--- config.mk ---
export PLATFORM = sky130hd
export DESIGN_NAME = uart_autobaud_ctrl
export DESIGN_NICKNAME = d
export VERILOG_FILES = /design/src/rtl/uart_autobaud_ctrl.sv
export SDC_FILE = /design/constraint.sdc
export NUM_CORES = 1
export LEC_CHECK = 0
export ABC_AREA = 1
export CORE_ASPECT_RATIO = 1.2
export CORE_MARGIN = 2
export CORE_UTILIZATION = 48
export DETAILED_ROUTE_END_ITERATION = 10
export DONT_BUFFER_PORTS = 1
export SYNTH_ARGS = -nofsm -noshare
export SYNTH_HDL_FRONTEND = slang
export SYNTH_SLANG_ARGS = --single-unit
export TNS_END_PERCENT = 100
--- constraint.sdc ---
create_clock -name i_clk -period 8 [get_ports i_clk]
set_clock_uncertainty 0.2 [all_clocks]
set_input_delay 0 -clock i_clk [delete_from_list [all_inputs] [get_ports i_clk]]
set_output_delay 0 -clock i_clk [all_outputs]
set_load 0.02 [all_outputs]
--- src/rtl/uart_autobaud_ctrl.sv ---
// Auto-baud controller for the adaptive UART receive path.
// It waits for an idle line, times a 0x55 sync frame over eight bit cells,
// validates every cell against the start-bit width and the stop bit, and then
// publishes the rounded bit period. That value is held until the next re-arm.
//
//   state        | meaning
//   -------------+----------------------------------------------------------
//   S_WAIT_IDLE  | counting consecutive high samples before arming
//   S_WAIT_START | armed, waiting for the start-bit falling edge
//   S_MEASURE    | timing segments 0..7, checking widths at each edge
//   S_CHK_STOP   | edge_idx 8: closing the last low cell; 9: stop-bit high time
//   S_DONE       | one cycle: new bit period published, lock pulse high
//   S_LOCKED     | holding the measured period, rx ignored until re-arm
module uart_autobaud_ctrl #(
    parameter int unsigned MIN_BIT     = 8,
    parameter int unsigned MAX_BIT     = 8191,
    parameter int unsigned DEFAULT_BIT = 434,
    parameter int unsigned IDLE_CLKS   = 8192
) (
    input  logic        i_clk,
    input  logic        i_rst,
    input  logic        rx,
    input  logic        i_rearm,
    output logic [12:0] o_bit_cnt,
    output logic        o_locked,
    output logic        o_lock_pulse,
    output logic        o_err_pulse
);

    localparam logic [13:0] LP_MIN       = 14'(MIN_BIT);
    localparam logic [13:0] LP_MAX       = 14'(MAX_BIT);
    localparam logic [15:0] LP_IDLE_LAST = 16'(IDLE_CLKS - 1);
    localparam logic [12:0] LP_DEFAULT   = 13'(DEFAULT_BIT);

    typedef enum logic [2:0] {
        S_WAIT_IDLE,
        S_WAIT_START,
        S_MEASURE,
        S_CHK_STOP,
        S_DONE,
        S_LOCKED
    } state_t;

    state_t      r_state;
    logic        r_rx_meta;
    logic        r_rx_sync;
    logic        r_rx_prev;
    logic [12:0] r_seg_cnt;
    logic [15:0] r_tot_cnt;
    logic [15:0] r_idle_cnt;
    logic [3:0]  r_edge_idx;
    logic [12:0] r_seg0;
    logic [12:0] r_meas;
    logic [12:0] r_bit_cnt;
    logic        r_locked;
    logic        r_lock_pulse;
    logic        r_err_pulse;

    logic        w_fall;
    logic        w_rise;
    logic        w_edge;
    logic [13:0] w_seg_len;
    logic [13:0] w_tol;
    logic [13:0] w_lo;
    logic [13:0] w_hi;
    logic        w_in_range;
    logic        w_in_tol;
    logic        w_seg_bad;
    logic        w_timeout;
    logic        w_stop_done;
    logic [12:0] w_meas;

    assign w_fall = r_rx_prev & ~r_rx_sync;
    assign w_rise = ~r_rx_prev & r_rx_sync;
    assign w_edge = w_fall | w_rise;

    // Width of the running segment including the current clock, so the value
    // seen on an edge cycle is exactly the number of clocks since the last edge.
    assign w_seg_len = {1'b0, r_seg_cnt} + 14'd1;

    assign w_tol      = {3'b000, r_seg0[12:2]};
    assign w_lo       = {1'b0, r_seg0} - w_tol;
    assign w_hi       = {1'b0, r_seg0} + w_tol;
    assign w_in_range = (w_seg_len >= LP_MIN) && (w_seg_len <= LP_MAX);
    assign w_in_tol   = (w_seg_len >= w_lo) && (w_seg_len <= w_hi);
    // Segment 0 is judged on absolute limits, every later one against seg0.
    assign w_seg_bad  = (r_edge_idx == 4'd0) ? !w_in_range : !w_in_tol;
    assign w_timeout  = (w_seg_len > LP_MAX);
    assign w_stop_done = (w_seg_len >= {1'b0, r_meas});

    // tot_cnt lags the eight-cell total by one on the edge cycle; +1 and the
    // +4 rounding term fold into a single +5.
    assign w_meas = 13'((r_tot_cnt + 16'd5) >> 3);

    // Two-flop synchronizer plus history flop for edge detection on rx.
    always_ff @(posedge i_clk or negedge i_rst) begin
        if (!i_rst) begin
            r_rx_meta <= 1'b1;
            r_rx_sync <= 1'b1;
            r_rx_prev <= 1'b1;
        end else begin
            r_rx_meta <= rx;
            r_rx_sync <= r_rx_meta;
            r_rx_prev <= r_rx_sync;
        end
    end

    // Detection FSM with counters and registered outputs.
    always_ff @(posedge i_clk or negedge i_rst) begin
        if (!i_rst) begin
            r_state      <= S_WAIT_IDLE;
            r_seg_cnt    <= '0;
            r_tot_cnt    <= '0;
            r_idle_cnt   <= '0;
            r_edge_idx   <= '0;
            r_seg0       <= '0;
            r_meas       <= '0;
            r_bit_cnt    <= LP_DEFAULT;
            r_locked     <= 1'b0;
            r_lock_pulse <= 1'b0;
            r_err_pulse  <= 1'b0;
        end else begin
            r_lock_pulse <= 1'b0;
            r_err_pulse  <= 1'b0;
            if (i_rearm && (r_state != S_DONE)) begin
                r_state    <= S_WAIT_IDLE;
                r_idle_cnt <= '0;
                r_locked   <= 1'b0;
            end else begin
                case (r_state)
                    S_WAIT_IDLE: begin
                        if (r_rx_sync) begin
                            if (r_idle_cnt == LP_IDLE_LAST) begin
                                r_state <= S_WAIT_START;
                            end else begin
                                r_idle_cnt <= r_idle_cnt + 16'd1;
                            end
                        end else begin
                            r_idle_cnt <= '0;
                        end
                    end
                    S_WAIT_START: begin
                        if (w_fall) begin
                            r_state    <= S_MEASURE;
                            r_seg_cnt  <= '0;
                            r_tot_cnt  <= '0;
                            r_edge_idx <= '0;
                        end
                    end
                    S_MEASURE: begin
                        r_tot_cnt <= r_tot_cnt + 16'd1;
                        if (w_timeout || (w_edge && w_seg_bad)) begin
                            r_state     <= S_WAIT_IDLE;
                            r_idle_cnt  <= '0;
                            r_err_pulse <= 1'b1;
                        end else if (w_edge) begin
                            r_seg_cnt  <= '0;
                            r_edge_idx <= r_edge_idx + 4'd1;
                            if (r_edge_idx == 4'd0) begin
                                r_seg0 <= w_seg_len[12:0];
                            end
                            if (r_edge_idx == 4'd7) begin
                                r_meas  <= w_meas;
                                r_state <= S_CHK_STOP;
                            end
                        end else begin
                            r_seg_cnt <= w_seg_len[12:0];
                        end
                    end
                    S_CHK_STOP: begin
                        if (r_edge_idx == 4'd8) begin
                            // Still inside the last low cell; a rise closes it.
                            if (w_timeout || (w_rise && w_seg_bad)) begin
                                r_state     <= S_WAIT_IDLE;
                                r_idle_cnt  <= '0;
                                r_err_pulse <= 1'b1;
                            end else if (w_rise) begin
                                r_seg_cnt  <= '0;
                                r_edge_idx <= 4'd9;
                            end else begin
                                r_seg_cnt <= w_seg_len[12:0];
                            end
                        end else begin
                            if (w_fall) begin
                                r_state     <= S_WAIT_IDLE;
                                r_idle_cnt  <= '0;
                                r_err_pulse <= 1'b1;
                            end else if (w_stop_done) begin
                                r_state      <= S_DONE;
                                r_bit_cnt    <= r_meas;
                                r_locked     <= 1'b1;
                                r_lock_pulse <= 1'b1;
                            end else begin
                                r_seg_cnt <= w_seg_len[12:0];
                            end
                        end
                    end
                    S_DONE: begin
                        r_state <= S_LOCKED;
                    end
                    S_LOCKED: begin
                        r_state <= S_LOCKED;
                    end
                    default: begin
                        r_state <= S_WAIT_IDLE;
                    end
                endcase
            end
        end
    end

    assign o_bit_cnt    = r_bit_cnt;
    assign o_locked     = r_locked;
    assign o_lock_pulse = r_lock_pulse;
    assign o_err_pulse  = r_err_pulse;

endmodule
# Word level (Yosys, flattened, before mapping)
# Index checks and enable logic that the tools add are counted.
# op_classes
addsub,7
order_cmp,6
eq_ne,30
mux,54
n_bitwise,9
reduce_logical,26
# op_table
op,n
$mux 16,7
$mux 13,8
$pmux 16 s3,1
$pmux 13 s3,1
$mux 3,11
$add 16x1->16 const B,2
$pmux 16 s2,1
$mux 4,6
$ne 3x3->1 const B,8
$ne 4x4->1 const B,5
$reduce_and 5->1,4
$add 16x3->16 const B,1
$eq 16x13->1 const B,1
$mux 1,16
$pmux 3 s5,1
$add 13x1->14 const B,1
$add 13x11->14,1
$ge 14x13->1,1
$ge 14x14->1,1
$ge 14x4->1 const B,1
$gt 14x13->1 const B,1
$le 14x13->1 const B,1
$le 14x14->1,1
$ne 2x2->1 const B,7
27 further kinds,44
# totals
reg_bits,97
input_bits,4
output_inout_bits,16
word_cells,146

# Longest topological paths before layout
# logic_depth
ltp_word,11
depth_mapped,28
mapped_depth_nobuf,26

# Worst setup path before layout
# No wires, ideal clock.
# synth_timing
path_kind,register to register
from,reg r_seg0[2]
to,reg r_meas[11]
t_arrival_ns,3.480
path_slack_ns,4.198
path_stages_with_launch,24
n_path_buf,1
period_less_slack_ns,3.802
path_cell_list,dfrtp_1 > ha_1 > fa_1 > o21ai_0 > a21oi_1 > o21ai_0 > a21oi_1 > o21bai_1 > nand2_1 > nand3_1 > xor2_1 > ha_1 > nand2_1 > nor4_1 > nand2_1 > nand2_1 > nand3_1 > nand3_2 > nand3_2 > inv_1 > nand3_2 > buf_6 > nand2_1 > o21ai_1
# synth_between
elab_chain_cells,9
elab_cells_between_ends,11
# synth_rtl
item,line_no,rtl
"start, declared",52,logic [12:0] r_seg0;
"start signal, assigned",160,r_seg0 <= w_seg_len[12:0];
$sub 13x11->14 or $add 13x11->14 (tied branches),"82, 83",
$ge 14x14->1 or $le 14x14->1 (tied branches),85,assign w_in_tol = (w_seg_len >= w_lo) && (w_seg_len <= w_hi);
$logic_and 1x1->1 *,85,
$logic_not 1->1 *,87,assign w_seg_bad = (r_edge_idx == 4'd0) ? !w_in_range : !w_in_tol;
$mux 1 *,87,
$logic_and 1x1->1 *,152,if (w_timeout || (w_edge && w_seg_bad)) begin
$logic_or 1x1->1 *,152,
$not 1->1 (no line) *,-,
$reduce_and 5->1 (no line) *,-,
"end signal, assigned",163,r_meas <= w_meas;
"end, declared",53,logic [12:0] r_meas;
# Every way passes the cells marked *; elsewhere a longest branch is shown, timed or not.
# A chain may end at the register's enable or synchronous reset.

# Final worst setup path
# layout_timing
from,reg r_seg0[2]
to,reg r_seg_cnt[2]
# layout_between
elab_chain_cells,9
elab_cells_between_ends,14
# layout_rtl
item,line_no,rtl
$sub 13x11->14 or $add 13x11->14 (tied branches),"82, 83",
$ge 14x14->1 or $le 14x14->1 (tied branches),85,
$logic_and 1x1->1 *,85,
$logic_not 1->1 *,87,
$mux 1 *,87,
$logic_and 1x1->1 (on tied branches),"173, 152",
$logic_or 1x1->1 (on tied branches),"173, 152",
$ne 3x3->1 (no line) or $ne 2x2->1 (tied branches),-,
$reduce_and 7->1 (no line) *,-,
"end signal, assigned",167,r_seg_cnt <= w_seg_len[12:0];
"end signal, assigned",181,r_seg_cnt <= w_seg_len[12:0];
"end signal, assigned",194,r_seg_cnt <= w_seg_len[12:0];
"end, declared",48,logic [12:0] r_seg_cnt;
# Marks and branches as above.

==> out/metrics.csv <==
stage,metric,value,unit
timing,final.setup.tns,0,ps
critical_path,critPathArrivalTime,4650,ps
detailed_routing,drt_iter0_markers,323,
timing,fin_crit,4607,ps
synthesis,synth_seq_cells,97,
synthesis,synth_ff_type,dfrtp_1,
timing,min_period_over_period,57.59,%
clocking,cts.reportedPaths.clkPinSlew,70,ps
critical_path,cp_max_fo,16,
critical_path,critical_path_class,reg2reg,
clocking,clockBufferDepth,2,
detailed_routing,drc_errors,0,
detailed_routing,ant_nets,0,
synthesis,async_reset_ff_share,100.0,%
clocking,numClockSinks,97,
clocking,cts-buffers-inserted,9,
power,vdd_ir_drop_max,0.1111,mV
layout,layout_common_cells,"241 x nand2_1, 138 x inv_1, 89 x dfrtp_1, 85 x nor2_1, 71 x ha_1",
timing,hold_violations,0,
layout,drive_gt1_share,6.343,%
detailed_routing,viasPerCell,5.189,
floorplanning,row_count,49,
clocking,post_cts_resized,0,
layout,antenna-diode-count,0,
global_routing,grt_max_degree,98,
global_routing,grt_pass1_wl,30370,um
synthesis,postSynthCellCount,1008,
clocking,root_buffer,clkbuf_16,
placed_design,detailed_place.area,7550,um2
timing,grt_setup_unrepaired,no,
global_routing,antenna_found_initial,0,
global_routing,grt.total_usage,22.77,%
global_routing,grt_pass1_vias,6052,
timing,max_freq,217.1,MHz
floorplanning,io_pins,20,
clocking,clkLatencyLatePin,350,ps
placed_design,io_buffer_count,0,
layout,fillers,1532,
layout,design_area,7931,um2
floorplanning,dieArea,16470,um2
synthesis,ys_seq_area_share,32.86,%
run_status,status,"finished, final reports clean",
layout,syn_to_final_growth,6.915,%
power,leakagePower,3.836,nW
power,p_per_area,185.1,nW/um2
synthesis,syn_area,7418,um2
global_routing,grt.overflow.total,0,
layout,mostFrequentLayoutCell,nand2_1,
floorplanning,start_util,49.19,%
layout,seqCellArea,2437,um2
layout,multi_input_area,4299,um2
detailed_routing,vias,6294,
timing,slew_violations,0,
run,cap_violations,0,
synthesis,synth_edf_count,0,
critical_path,worstPathRequired,8040,ps
clocking,hold_buffers,5,
clocking,cts_tree,done,
layout,fin_nets,1081,
detailed_routing,wl_per_cell,14.93,um
placed_design,dpl.hpwl,13930,um
synthesis,synth_cell_types,43,
clocking,post-cts-setup-buffers,0,
floorplanning,core_area,15080,um2
synthesis,synth_warnings,0,
placed_design,gp_congestion,0.8809,
synthesis,avgSynthCellArea,7.359,um2
detailed_routing,drtPass1Iterations,5,
timing,setup_viol,0,
floorplanning,dieHeight,140.2,um
critical_path,worstSetupEndpointType,flop,
min_path,hp-class,in2async,
synthesis,syn-num-nets,1085,
floorplanning,die_w,117.5,um
detailed_routing,wl,18110,um
critical_path,cp-start-kind,flop,
timing,worst_pin_slew,744.8,ps
timing,slew-limit-headroom,50.35,%
clocking,cts_max_level,3,
[flip-flops by register name (all words and copies together), names as in the netlist]
signal,flops
r_tot_cnt,16
r_state,3
r_rx_meta,1
o_bit_cnt,13
r_rx_prev,1
o_lock_pulse,1
o_locked,1
r_meas,13
o_err_pulse,1
r_edge_idx,4
r_rx_sync,1
r_seg_cnt,13
r_seg0,13
r_idle_cnt,16
[cells by family after synthesis]
group / share of synthesized area, %
buf+inv: 9.192
xor+xnor: 5.195
fa+ha+maj: 12.51
flops: 32.86
compound gates: 10.96
simple gates: 29.28
[routing by layer]
| metal | routed length (um) | global-route usage, % |
|---|---|---|
| met1 | 7900 | 27.90 |
| met2 | 9171 | 41.09 |
| met3 | 509 | 2.809 |
| met4 | 523 | 8.434 |
| met5 | 0 | 0 |
[layout make-up]
type | count | area share [%]
multi-input combinational | 744 | 54.20
clock inverter | 6 | 0.9465
timing repair buffer | 6 | 0.9465
clock buffer | 10 | 3.013
sequential | 97 | 30.73
inverter | 146 | 6.941
tap | 204 | 3.218
[worst max-delay path, stage by stage (launching register included)]
cell,delay [ps]
dfrtp_1,440
ha_1,230
fa_1,410
o21ai_0,210
a21oi_1,170
o21ai_0,310
a21oi_1,130
o21bai_1,240
nand2_1,80
nand3_1,110
xor2_1,90
ha_1,280
nand2_1,70
nor4_1,260
nand2_1,80
nand2_1,90
nand3_1,150
nand3_2,160
nand2_1,70
nand2_2,270
nand4_4,280
nand2_1,130
nand2_1,50
[Yosys cell counts (6+ instances only)]
master / n / area (um2)
nand2_1: 241 / 904.6
inv_1: 138 / 518.0
dfrtp_1: 89 / 2227
nor2_1: 85 / 319.1
ha_1: 71 / 888.4
nand3_1: 60 / 300.3
o21ai_0: 56 / 280.3
a21oi_1: 42 / 210.2
xor2_1: 35 / 306.5
nand4_1: 27 / 168.9
o21ai_1: 23 / 115.1
nor3_1: 20 / 100.1
nor4_1: 11 / 68.82
clkbuf_1: 10 / 37.54
xnor2_1: 9 / 78.83
dfstp_2: 8 / 210.2
nand2_2: 8 / 50.05
nand3_2: 6 / 60.06
nor2_4: 6 / 67.56
o21bai_1: 6 / 45.04
[power by group]
group | switching (mW) | internal [mW]
logic | 0.315 | 0.143
clock network | 0.198 | 0.256
registers | 0.0372 | 0.519
[path summary, 6_finish.rpt]
kind | cells after the start | endpoint | start | slack (ps)
setup / recovery | 22 | r_seg_cnt[2] | r_seg0[2] | 3390
hold / removal | 2 | r_meas[8] | i_rst | 40
setup reg to reg | 22 | r_seg_cnt[2] | r_seg0[2] | 3390
hold reg to reg | 0 | r_rx_sync | r_rx_meta | 160
max in group asynchronous | 2 | r_rx_prev | i_rst | 7170
min in group i_clk | 0 | r_rx_sync | r_rx_meta | 160
[per-stage QoR]
step | hold WS, ps | setup WS [ps] | instances | utilization [%] | total power [mW]
6_report | 42.19 | 3393 | 1213 | 52.59 | 1.468
5_1_grt | 69.51 | 2950 | 1213 | 52.59 | 1.570
4_1_cts | 58.96 | 3365 | 1213 | 52.59 | 1.484
3_5_place_dp | -493.2 | 3409 | 1192 | 50.06 | 1.012
3_3_place_gp | -493.8 | 3484 | 1192 | 50.06 | 1.007
2_1_floorplan | -495.6 | 4198 | 1008 | - | 0.9026
No activity file was read; power rests on OpenSTA's default activity.
